--- src/rtl/mem_wb_pipe.sv ---
// MEM/WB pipeline register with a one-entry skid buffer.
// Clears write-enable on writes to register zero and counts them.
module mem_wb_pipe #(
  parameter int DATA_W = 32,
  parameter int RD_W   = 5,
  parameter int CTRL_W = 32,
  parameter int WE_BIT = 20,
  parameter int CNT_W  = 16
) (
  input  logic              clock,
  input  logic              reset,
  input  logic              flush,
  input  logic              in_valid,
  output logic              in_ready,
  input  logic [DATA_W-1:0] d2_in,
  input  logic [RD_W-1:0]   rd_in,
  input  logic [CTRL_W-1:0] c_m_w_in,
  output logic              out_valid,
  input  logic              out_ready,
  output logic [DATA_W-1:0] d2_out,
  output logic [RD_W-1:0]   rd_out,
  output logic [CTRL_W-1:0] c_m_w_out,
  output logic [CNT_W-1:0]  squash_cnt
);

  localparam logic [1:0] S_EMPTY = 2'd0;
  localparam logic [1:0] S_FULL  = 2'd1;
  localparam logic [1:0] S_SKID  = 2'd2;

  localparam logic [CNT_W-1:0] CNT_ONE = 1;

  logic [1:0]        state_q, state_d;
  logic [DATA_W-1:0] main_d2_q, main_d2_d;
  logic [RD_W-1:0]   main_rd_q, main_rd_d;
  logic [CTRL_W-1:0] main_c_q, main_c_d;
  logic [DATA_W-1:0] skid_d2_q, skid_d2_d;
  logic [RD_W-1:0]   skid_rd_q, skid_rd_d;
  logic [CTRL_W-1:0] skid_c_q, skid_c_d;
  logic [CNT_W-1:0]  cnt_q, cnt_d;

  logic              accept;
  logic              pop;
  logic              squash;
  logic [CTRL_W-1:0] cap_c;

  assign in_ready  = (state_q != S_SKID);
  assign out_valid = (state_q != S_EMPTY);
  assign accept    = in_valid & in_ready;
  assign pop       = out_valid & out_ready;
  assign squash    = c_m_w_in[WE_BIT] & (rd_in == '0);

  assign d2_out     = main_d2_q;
  assign rd_out     = main_rd_q;
  assign c_m_w_out  = main_c_q;
  assign squash_cnt = cnt_q;

  // Captured control word with write-enable dropped for x0 targets
  always_comb begin
    cap_c = c_m_w_in;
    if (squash) cap_c[WE_BIT] = 1'b0;
  end

  // Saturating count of squashed captures; flushed input never counts
  always_comb begin
    cnt_d = cnt_q;
    if (accept && squash && !flush && (cnt_q != '1))
      cnt_d = cnt_q + CNT_ONE;
  end

  // Occupancy FSM and main/skid register next-state
  always_comb begin
    state_d   = state_q;
    main_d2_d = main_d2_q;
    main_rd_d = main_rd_q;
    main_c_d  = main_c_q;
    skid_d2_d = skid_d2_q;
    skid_rd_d = skid_rd_q;
    skid_c_d  = skid_c_q;
    unique case (state_q)
      S_EMPTY: begin
        if (accept) begin
          state_d   = S_FULL;
          main_d2_d = d2_in;
          main_rd_d = rd_in;
          main_c_d  = cap_c;
        end
      end
      S_FULL: begin
        if (accept && pop) begin
          main_d2_d = d2_in;
          main_rd_d = rd_in;
          main_c_d  = cap_c;
        end else if (accept) begin
          state_d   = S_SKID;
          skid_d2_d = d2_in;
          skid_rd_d = rd_in;
          skid_c_d  = cap_c;
        end else if (pop) begin
          state_d   = S_EMPTY;
          main_d2_d = '0;
          main_rd_d = '0;
          main_c_d  = '0;
        end
      end
      S_SKID: begin
        if (pop) begin
          state_d   = S_FULL;
          main_d2_d = skid_d2_q;
          main_rd_d = skid_rd_q;
          main_c_d  = skid_c_q;
          skid_d2_d = '0;
          skid_rd_d = '0;
          skid_c_d  = '0;
        end
      end
      default: begin
        state_d = S_EMPTY;
      end
    endcase
    if (flush) begin
      state_d   = S_EMPTY;
      main_d2_d = '0;
      main_rd_d = '0;
      main_c_d  = '0;
      skid_d2_d = '0;
      skid_rd_d = '0;
      skid_c_d  = '0;
    end
  end

  // State registers with synchronous reset
  always_ff @(posedge clock) begin
    if (reset) begin
      state_q   <= S_EMPTY;
      main_d2_q <= '0;
      main_rd_q <= '0;
      main_c_q  <= '0;
      skid_d2_q <= '0;
      skid_rd_q <= '0;
      skid_c_q  <= '0;
      cnt_q     <= '0;
    end else begin
      state_q   <= state_d;
      main_d2_q <= main_d2_d;
      main_rd_q <= main_rd_d;
      main_c_q  <= main_c_d;
      skid_d2_q <= skid_d2_d;
      skid_rd_q <= skid_rd_d;
      skid_c_q  <= skid_c_d;
      cnt_q     <= cnt_d;
    end
  end

endmodule

--- config.mk ---
export PLATFORM = sky130hd
export DESIGN_NAME = mem_wb_pipe
export DESIGN_NICKNAME = d
export VERILOG_FILES = /design/src/rtl/mem_wb_pipe.sv
export SDC_FILE = /design/constraint.sdc
export NUM_CORES = 1
export LEC_CHECK = 0
export CORE_MARGIN = 4
export CORE_UTILIZATION = 45
export CTS_BUF_LIST = sky130_fd_sc_hd__clkbuf_4 sky130_fd_sc_hd__clkbuf_8 sky130_fd_sc_hd__clkbuf_16
export DETAILED_ROUTE_END_ITERATION = 16
export GPL_ROUTABILITY_DRIVEN = 0
export GPL_TIMING_DRIVEN = 0
export PLACE_DENSITY = 0.83
export SYNTH_ARGS = -nofsm -noshare
export SYNTH_HDL_FRONTEND = slang
export SYNTH_SLANG_ARGS = --single-unit
--- constraint.sdc ---
create_clock -name clock -period 2.6 [get_ports clock]
set_clock_uncertainty 0.1 [all_clocks]
set_input_delay 0.39 -clock clock [delete_from_list [all_inputs] [get_ports clock]]
set_output_delay 0.39 -clock clock [all_outputs]
set_load 0.01 [all_outputs]
Word-level counts from Yosys, hierarchy flattened
Index checks and enable logic that the tools add are counted.
- mux-type cells: 29
- equality and inequality tests: 11
- reduce and logical (&&, ||, !) cells: 14
- multiply operators: 0
- divide/modulo/power cells: 0
- shift-type cells: 0
- order comparisons: 0
- $add $sub $neg: 1
- bitwise operators: 3
- operators by type and width (kind ; count):
    32-bit two-way mux ; 10
    32-bit case mux with 3 select lines ; 2
    32-bit case mux with 2 select lines ; 2
    5-bit two-way mux ; 6
    16-bit by 1-bit adder with 16-bit output, second input constant ; 1
    16-bit inequality test, second input constant ; 1
    5-bit case mux with 3 select lines ; 1
    2-bit two-way mux ; 5
    2-bit inequality test, second input constant ; 5
    5-bit case mux with 2 select lines ; 1
    3-bit inequality test, second input constant ; 3
    4-bit AND reduction ; 2
    2-bit case mux with 3 select lines ; 1
    5-bit logical NOT ; 1
    5-bit AND reduction ; 1
    1-bit logical AND ; 4
    2-bit nonzero test ; 2
    1-bit bitwise AND ; 3
    3-bit nonzero test ; 1
    2-bit by 1-bit == test with 1-bit output, second input constant ; 1
    2-bit == test, second input constant ; 1
    2-bit logical NOT ; 1
    2-bit OR reduction ; 1
    1-bit logical NOT ; 1
    1-bit two-way mux ; 1
- word-level logic and storage cells: 66
- memories: 0
- output and inout port bits: 87
- bits in latches: 0
- memory bits (read-only): 0
- flip-flop bits (word level): 156
- RAM bits: 0

Depth between registers and ports, before layout
- depth in word-level cells: 6
- depth in mapped cells: 11
- gate-level depth less buffers: 7

Least setup slack after synthesis
Ideal clock, no wire load.
- path type: flip-flop to flip-flop
- from: reg state_q[0]
- to: reg main_c_q[0] (netlist: c_m_w_out[0])
- slack: 0.533 ns
- path buffers: 2
- data arrival time: 1.847 ns
- clock period less this slack: 2.067 ns
- library setup time: 0.120 ns
- cell stages (with the launch flop): 10
- cell sequence: dfxtp_1 -> inv_1 -> ha_1 -> nor2b_2 -> mux2i_1 -> o32a_1 -> buf_2 -> buf_6 -> a221oi_2 -> nor2_1
- longest elaborated chain between the ends: 5
- RTL lines (what ; RTL line ; source):
    from (decl) ; 32 ; logic [1:0] state_q, state_d;
    from (signal assigned) ; 143 ; state_q <= state_d;
    2-bit inequality test or 2-bit nonzero test (tied branches) ; 46, 47 ;
    1-bit bitwise AND (on tied branches) ; 48, 49 ;
    1-bit logical AND ; 89 ; if (accept && pop) begin
    3-bit inequality test (no source line) or 32-bit two-way mux (tied branches) ; n/a ;
    5-bit AND reduction (no source line) or 32-bit case mux with 3 select lines (tied branches) ; n/a ;
    to (signal assigned) ; 146 ; main_c_q <= main_c_d;
    to (decl) ; 35 ; logic [CTRL_W-1:0] main_c_q, main_c_d;
Several ways; a longest one is shown, not always the timed one.
A chain may end at the register's enable or synchronous reset.

Final worst setup path
- from: reg state_q[0]
- to: reg main_d2_q[18] (netlist: d2_out[18])
- longest elaborated chain between the ends: 5
- RTL lines (what ; RTL line ; source):
    2-bit inequality test or 2-bit nonzero test (tied branches) ; 46, 47 ;
    1-bit bitwise AND (on tied branches) ; 48, 49 ;
    1-bit logical AND ; 89 ;
    3-bit inequality test (no source line) or 32-bit two-way mux (tied branches) ; n/a ;
    5-bit AND reduction (no source line) or 32-bit case mux with 3 select lines (tied branches) ; n/a ;
    to (signal assigned) ; 144 ; main_d2_q <= main_d2_d;
    to (decl) ; 33 ; logic [DATA_W-1:0] main_d2_q, main_d2_d;
Several ways; a longest one is shown, not always the timed one.

==> impl_metrics.ini <==
[layout]
antenna_cells = 0
fill_cells = 1145
area_delta_synth_final_pct = 39.9
final_cell_mix = clkdlybuf4s50_1 (159), dfxtp_1 (156), nor2_1 (155)
nets = 942
drive_gt1_share_pct = 11.0
final_common_cell = clkdlybuf4s50_1

[grt]
grt_pass1_wl_mm = 29.7
track_usage_pct = 22.7
antenna_found_initial = 0
grt_remaining_overflow = 0
grt_max_degree = 17
grt_pass1_vias = 5748

[routing]
drt_wl_total_mm = 18.0
num_vias = 5956
drc_errors = 0
drtIter0Drc = 491
ant_nets = 0
wl_per_cell_um = 17.1
vias_per_cell = 5.67
dr.pass1.iters = 5

[floorplanning]
fp.dieW_um = 126
core_um2 = 13500
start_util_pct = 46.8
rows = 42
boundaryPins = 161
die-area_um2 = 16000
dieHeight_um = 126

[clock_network]
clk_pin_slew_ns = 0.06
cts_root_buffer = clkbuf_16
cts_max_level = 4
insertion_delay_ns = 0.43
cts_buffer_depth = 2
cts_sinks = 156
cts_tree = built
cts_inserted_buffers = 17

[pwr]
vdd_drop_max_uv = 406
pwr-share-seq_pct = 42.0
p_sw_share_pct = 23.9
power.total_w = 0.00597
power_density_nw_per_um2 = 676
p_leak_nw = 3.13
pwr-share-clk_pct = 45.9
p_int_w = 0.00454
power_frac_comb_pct = 12.1
p_sw_w = 0.00142

[timing]
fin_crit_sh_pct = 93.5
rsz0062_at_grt = false
hold_violations = 0
finalMaxSlewViolations = 0
fin_ws_ns = 0.169
setup_viol = 0
fmax_ghz = 0.411
tightest_slew_ns = 0.741
relSlewSlack_pct = 50.6
min_period_ns = 2.43

[min_path]
hold_path.class = input port to flop
whs_path_depth = 2
min_to = squash_cnt[0]$_SDFFE_PP0P_
worstHoldStart = reset

[logic_synthesis]
synth_cell_types = 48
ys_seq_elements = 156
yosysWarningCount = 0
syn_area_per_cell_um2 = 9.24
yosysSeqAreaShare_pct = 49.6
synthesis.nets = 762
syn-instance-count = 682
syn_area_um2 = 6300

[worst_setup_path]
r2r_end = d2_out[18]$_SDFFE_PP0P_
cp-end-kind = flop
crit_required_ns = 2.86
slowest_stage = dfxtp_1
reg2reg_from = state_q[0]$_SDFFE_PP0P_
reg2reg_depth = 9
criticalPathCategory = flop to flop
crit_arrival_ns = 2.69
slowest_delay_ns = 0.38
path_delay_family = buffers and inverters
cp_common_cell = buf_2
cp_num_buf_inv = 4
cp_max_fo = 10
reg2reg_setup_slack_ns = 0.17
path_cells = inv_1 -> ha_1 -> nand2b_1 -> buf_2 -> o31ai_4 -> buf_2 -> clkbuf_4 -> a221oi_2 -> nor2_1
critPathLaunchType = flop

[job]
maxCapViolations = 0

[place]
post-place-ws_ns = -0.277
dpl.hpwl_mm = 12.6
io_buffers = 159

[run_status]
status = complete, no violations
## repair_timing
| action | 4_1_cts | 5_1_grt |
|---|---|---|
| hold buffers | 0 | 0 |
| setup endpoints to repair | 12 | 69 |
| setup buffers | 0 | 3 |
| hold endpoints to repair | 0 | 0 |
| gates cloned | 0 | 0 |
| gates resized for setup | 1 | 13 |
| pin swaps | 0 | 1 |
## per-stage QoR
stage	utilization (%)	hold WS, ns	area (um^2)	cells	TNS (ns)
finish	65.6	0.226	8820	1051	0
global route	65.6	0.266	8820	1051	0
CTS	65.3	0.217	8780	1049	0
detailed placement	60.3	0.358	8110	1017	-14.24
global placement	60.3	0.339	8110	1017	-10.93
floorplan	-	0.332	6300	682	0
## synth_stat cells (all sizes together)
cell type | n | area (um^2)
a211oi | 1 | 7.51
a21o | 1 | 7.51
a21oi | 4 | 20.0
a221oi | 68 | 721
a222oi | 1 | 10.0
a22oi | 68 | 510
a31oi | 2 | 12.5
and2 | 1 | 6.26
and3 | 1 | 6.26
and4 | 1 | 8.76
and4bb | 1 | 12.5
buf | 25 | 148
clkbuf | 41 | 158
dfxtp | 156 | 3120
ha | 6 | 75.1
inv | 6 | 22.5
mux2i | 2 | 20.0
nand2 | 12 | 47.6
nand2b | 2 | 12.5
nand3 | 7 | 35.0
nand4 | 8 | 71.3
nor2 | 156 | 586
nor2b | 2 | 15.0
nor3 | 6 | 30.0
nor4 | 3 | 31.3
nor4b | 1 | 8.76
o211ai | 2 | 15.0
o21ai | 73 | 365
o22ai | 1 | 6.26
o31ai | 3 | 27.5
o32a | 1 | 10.0
o32ai | 1 | 16.3
or2 | 1 | 6.26
or3 | 2 | 12.5
or4 | 3 | 22.5
or4b | 1 | 10.0
xnor2 | 4 | 35.0
xor2 | 8 | 70.1
## flip-flops by register name, summed over array words and instances (netlist names)
signal,flops
skid_c_q,32
skid_rd_q,5
skid_d2_q,32
rd_out,5
squash_cnt,16
d2_out,32
c_m_w_out,32
state_q,2
## power groups by stage
stage          Clock (W)  Combinational [W]  Sequential [W]
2_1_floorplan          0           0.000324         0.00258
3_3_place_gp           0           0.000705         0.00255
3_5_place_dp           0           0.000713         0.00255
4_1_cts          0.00276           0.000721         0.00250
5_1_grt          0.00287           0.000793         0.00251
6_report         0.00274           0.000725         0.00250
## cells by family after synthesis
kind of cell,share of synthesized area (%)
XOR/XNOR,1.67
multiplexers,0.318
AO/OA/AOI/OAI,27.4
AND/OR/NAND/NOR,14.6
adder cells (fa/ha/maj),1.19
flip-flops,49.6
buffers and inverters,5.20
## worst max path at each step
stage | from | endpoint | slack, ns | cells after the start
global placement | in_valid | c_m_w_out[20]$_SDFFE_PP0P_ | -0.22 | 7
finish | state_q[0]$_SDFFE_PP0P_ | d2_out[18]$_SDFFE_PP0P_ | 0.17 | 9
CTS | state_q[0]$_SDFFE_PP0P_ | skid_d2_q[26]$_SDFFE_PP0P_ | 0.02 | 10
detailed placement | in_valid | c_m_w_out[20]$_SDFFE_PP0P_ | -0.28 | 7
global route | state_q[0]$_SDFFE_PP0P_ | c_m_w_out[19]$_SDFFE_PP0P_ | 0.006 | 8
floorplan | state_q[0]$_SDFFE_PP0P_ | c_m_w_out[0]$_SDFFE_PP0P_ | 0.53 | 9
## routing by layer
metal	track usage, %	wire [um]
met1	32.1	8300
met2	34.6	8220
met3	5.42	1190
met4	7.07	266
met5	0	0
## final cells by class
class / instances / area (um^2) / share of cell area (%)
buffer: 65 / 307 / 3.48
clock buffer: 18 / 439 / 4.98
clock inverter: 14 / 218 / 2.47
inverter: 6 / 22.5 / 0.255
multi-input combinational: 454 / 2880 / 32.6
sequential: 156 / 3120 / 35.4
tap: 176 / 220 / 2.50
timing repair buffer: 162 / 1610 / 18.3
(Power assumes the default switching activity.)
